$ cat src/rtl/prio_encoder_rr.sv
// Registered N-to-index priority encoder with fixed or round-robin priority,
// multi-hot / empty flags and a valid/ack result handshake.
module prio_encoder_rr #(
  parameter int N    = 8,
  parameter int W    = $clog2(N),
  parameter int MODE = 0
) (
  input  logic         clk,
  input  logic         rst,
  input  logic [N-1:0] in,
  input  logic         en,
  input  logic         ack,
  output logic [W-1:0] out,
  output logic         valid,
  output logic         multi,
  output logic         none
);

  localparam logic [W-1:0] LAST  = W'(N - 1);
  localparam logic [W:0]   N_EXT = N[W:0];
  localparam logic [N-1:0] ONE   = {{(N-1){1'b0}}, 1'b1};

  logic [W-1:0] idx_p1;
  logic [W-1:0] ptr;
  logic         vld_p1;
  logic         multi_p1;
  logic         none_p1;

  logic         take;
  logic         is_zero;
  logic         is_multi;
  logic [W-1:0] grant;
  logic [W-1:0] ptr_next;

  function automatic logic [W-1:0] pick_low(input logic [N-1:0] v);
    logic [W-1:0] r;
    r = '0;
    for (int i = N - 1; i >= 0; i--) begin
      if (v[i]) r = W'(i);
    end
    return r;
  endfunction

  // Rotate the request vector so that ptr lands on bit 0, pick the lowest set
  // bit there, then map the rotated index back modulo N (works for any N).
  function automatic logic [W-1:0] pick_rotated(input logic [N-1:0] v,
                                                input logic [W-1:0] p);
    logic [2*N-1:0] dbl;
    logic [N-1:0]   rot;
    logic [W:0]     sum;
    dbl = {v, v} >> p;
    rot = dbl[N-1:0];
    sum = {1'b0, p} + {1'b0, pick_low(rot)};
    if (sum >= N_EXT) sum = sum - N_EXT;
    return sum[W-1:0];
  endfunction

  function automatic logic has_multi(input logic [N-1:0] v);
    return |(v & (v - ONE));
  endfunction

  // Stage p0: combinational selection from the raw request vector
  always_comb begin
    take     = en && (!vld_p1 || ack);
    is_zero  = (in == '0);
    is_multi = has_multi(in);
    grant    = (MODE == 1) ? pick_rotated(in, ptr) : pick_low(in);
    ptr_next = (grant == LAST) ? '0 : grant + W'(1);
  end

  // Stage p1: registered result, held while valid and not acknowledged
  always_ff @(posedge clk) begin
    if (rst) begin
      idx_p1   <= '0;
      vld_p1   <= 1'b0;
      multi_p1 <= 1'b0;
      none_p1  <= 1'b0;
      ptr      <= '0;
    end else if (take) begin
      if (is_zero) begin
        idx_p1   <= '0;
        vld_p1   <= 1'b0;
        multi_p1 <= 1'b0;
        none_p1  <= 1'b1;
      end else begin
        idx_p1   <= grant;
        vld_p1   <= 1'b1;
        multi_p1 <= is_multi;
        none_p1  <= 1'b0;
        if (MODE == 1) ptr <= ptr_next;
      end
    end else if (ack && vld_p1) begin
      vld_p1 <= 1'b0;
    end
  end

  assign out   = idx_p1;
  assign valid = vld_p1;
  assign multi = multi_p1;
  assign none  = none_p1;

endmodule

$ cat config.mk
export PLATFORM = sky130hd
export DESIGN_NAME = prio_encoder_rr
export DESIGN_NICKNAME = d
export VERILOG_FILES = /design/src/rtl/prio_encoder_rr.sv
export SDC_FILE = /design/constraint.sdc
export NUM_CORES = 1
export LEC_CHECK = 0
export ABC_AREA = 1
export BUFFER_PORTS_ARGS = -buffer_cell sky130_fd_sc_hd__buf_2
export CORE_AREA = 2 2 39 41
export CTS_CLUSTER_SIZE = 10
export DETAILED_ROUTE_END_ITERATION = 7
export DIE_AREA = 0 0 41 43
export PLACE_DENSITY = 0.62
export SLEW_MARGIN = 0
export SYNTH_ARGS = -nofsm -noshare
export SYNTH_HDL_FRONTEND = slang
export SYNTH_SLANG_ARGS = --single-unit
$ cat constraint.sdc
create_clock -name clk -period 1.4 [get_ports clk]
set_clock_uncertainty 0.1 [all_clocks]
set_input_delay 0.14 -clock clk [delete_from_list [all_inputs] [get_ports clk]]
set_output_delay 0.14 -clock clk [all_outputs]
set_load 0.02 [all_outputs]
==> impl_metrics.csv <==
group,metric,value,unit
pwr,seqPwrFrac,41.4,%
die,std_cell_rows,14,
worst_hold_path,min_path_type,"in -> reg",
synthesis,synth_nets,73,
setup_path,start_kind,"flip-flop",
clock_tree,clk_pin_slew,0.05,ns
synthesis,avgSynthCellArea,6.44,µm²
global_route,grt_pass1_vias,404,
pwr,powerDensity,867,nW/µm²
clock_tree,clock-sinks,6,
outcome,outcome,"finished clean",
synthesis,synth_seq_area_share,30.6,%
placement,place.gp.congestion,0.788,
pwr,intPower,321,µW
placement,dp_hpwl,667,µm
setup_path,critical_path.slowest_cell,"dfxtp_1",
synthesis,synth_top_area_share,30.6,%
global_route,overflow,0,
cells_and_area,diodes,0,
drt,viasPerCell,4.33,
clock_tree,post_cts.repair.setup_buffers,0,
setup_path,path_class,"reg -> reg",
global_route,grt_max_degree,7,
setup_path,worst_ep_arrival_time,1.14,ns
global_route,grt_util_all_layers,11.5,%
synthesis,synth_edf_count,0,
synthesis,syn_area,393,µm²
drt,drc,0,
pwr,p_leak,0.284,nW
global_route,antenna_found_initial,0,
drt,wl,819,µm
clock_tree,cts_max_level,1,
setup_path,cp_cell_sequence,"nand2_1 -> nand2_4 -> inv_8 -> o21ai_2 -> nor2_1 -> o21ai_1 -> a21oi_1",
setup_path,end_kind,"flip-flop",
timing,maxSlewHeadroom,84.8,%
pwr,p_clk_share,34.3,%
synthesis,ys_seq_elements,6,
synthesis,ys.flop_type,"dfxtp_1",
timing,rsz0062_at_grt,"no",
drt,drt_first_pass_iters,3,
clock_tree,clk_latency,0.24,ns
pwr,sw_frac_of_total,28.9,%
clock_tree,cts_max_path_buffers,2,
timing,drv_slew,0,
synthesis,yosys-top-cells-count,"14 x nand2_1, 9 x nor2_1, 8 x inv_1, 6 x a21oi_1, 6 x dfxtp_1",
clock_tree,numCtsBuffers,3,
die,die_x,41,µm
die,core-area,1380,µm²
synthesis,async_reset_ff_share,0,%
timing,setup_violations,0,
synthesis,netlist_instances,61,
clock_tree,cts_root_buf,"clkbuf_4",
timing,tightestPinTransition,0.226,ns
drt,wire_per_inst,8.44,µm
setup_path,crit_family,"flip-flops",
drt,drtIter0Drc,6,
cells_and_area,drive_gt1_share,33.3,%
timing,finalHoldViolations,0,
timing,tns,0,ns
cells_and_area,nets,95,
pwr,p_switching,130,µW
die,initial_core_util,28.4,%
die,die_height,43,µm
synthesis,synth.most_common_cell,"nand2_1",
synthesis,ys_top_cells_by_area,"dfxtp_1 31%, nand2_1 13%, nor2_1 8.6%, a21oi_1 7.6%, inv_1 7.6%",
die,num_io_pins,18,
flow_run,cap_violations,0,
timing,timing.final.crit_share,75.7,%
synthesis,yosys.area.top_type,"dfxtp_1",
pwr,peakVddDrop,0.000556,V
setup_path,cp_data_required_time,1.48,ns
drt,vias,420,
pwr,pwr-share-comb,24.3,%
setup_path,timing.reg2reg.setup_slack,0.34,ns
placement,io_buffers,17,
drt,ant_nets,0,
synthesis,synth-warning-count,0,
clock_tree,postCtsHoldBufs,0,
pwr,p_total,451,µW
timing,period_minus_slack,1.06,ns
timing,clock.fmax,943,MHz
cells_and_area,area_growth,32.5,%
setup_path,worst-path-max-fanout,6,
clock_tree,cts_tree,"built",
clock_tree,cts_resized,0,
synthesis,synth_cell_type_count,17,
global_route,grt_pass1_wl,1390,µm
die,dieArea,1760,µm²
setup_path,crit_buf_inv,1,
setup_path,slowest_delay,0.30,ns
-- registers in the layout, summed over array words and instances, names as in the netlist --
signal,cells
out,3
none,1
valid,1
multi,1
-- cell families (layout without fill, tap and decap cells) --
| kind of cell | count (synthesis) | after routing | share of synthesized area (%) |
|---|---|---|---|
| DFF | 6 | 6 | 30.6 |
| and+or+nand+nor | 33 | 33 | 38.9 |
| buffers and inverters | 9 | 29 | 10.5 |
| AOI/OAI and AO/OA | 13 | 13 | 20.1 |
-- metal layers --
layer / part of all wire [%] / global-route usage, %
met1: 46 / 11.7
met4: 0 / 4.00
met3: 6.2 / 6.28
met2: 48 / 18.8
met5: 0 / 0
-- through the flow --
stage	area (µm²)	utilization (%)	hold slack [ns]	setup WS [ns]	std cells
finish	520	37.6	0.0178	0.340	97
global route	520	37.6	0.0186	0.219	97
CTS	520	37.6	0.00823	0.325	97
detailed placement	498	36.0	0.270	0.199	94
global placement	498	36.0	0.269	0.205	94
floorplan	393	-	0.109	0.252	61
-- power by group through the flow --
stage	Combinational, mW	Clock (mW)	Sequential, mW
2_1_floorplan	0.0533	0	0.203
3_3_place_gp	0.111	0	0.190
3_5_place_dp	0.111	0	0.190
4_1_cts	0.111	0.163	0.187
5_1_grt	0.124	0.178	0.188
6_report	0.110	0.155	0.187
-- path summary, 6_finish.rpt --
kind / end / from / cells after the start
hold reg to reg: out[1]$_SDFFE_PP0P_ / out[1]$_SDFFE_PP0P_ / 2
hold / removal: multi$_SDFFE_PP0P_ / rst / 2
setup reg to reg: out[0]$_SDFFE_PP0P_ / valid$_SDFFE_PP0P_ / 7
setup / recovery: out[0]$_SDFFE_PP0P_ / valid$_SDFFE_PP0P_ / 7
-- placed cells by master (no fill, tap or decap) --
cell      instances
buf_2            17
nand2_1          14
nor2_1            9
inv_1             8
a21oi_1           6
dfxtp_1           6
nand3_1           5
clkbuf_4          3
nand2_2           2
o21ai_1           2
nor2_2            1
nor2_4            1
nand2_4           1
inv_8             1
o21ai_2           1
o21ai_0           1
o211a_1           1
o21bai_1          1
o31ai_1           1
-- final cells by class --
class,count,area [µm²]
Fill cell,159,863
Tap cell,16,20.0
Inverter,9,41.3
Clock buffer,3,22.5
Multi-Input combinational cell,46,231
Timing Repair Buffer,17,85.1
Sequential cell,6,120
(Power assumes the default switching activity.)
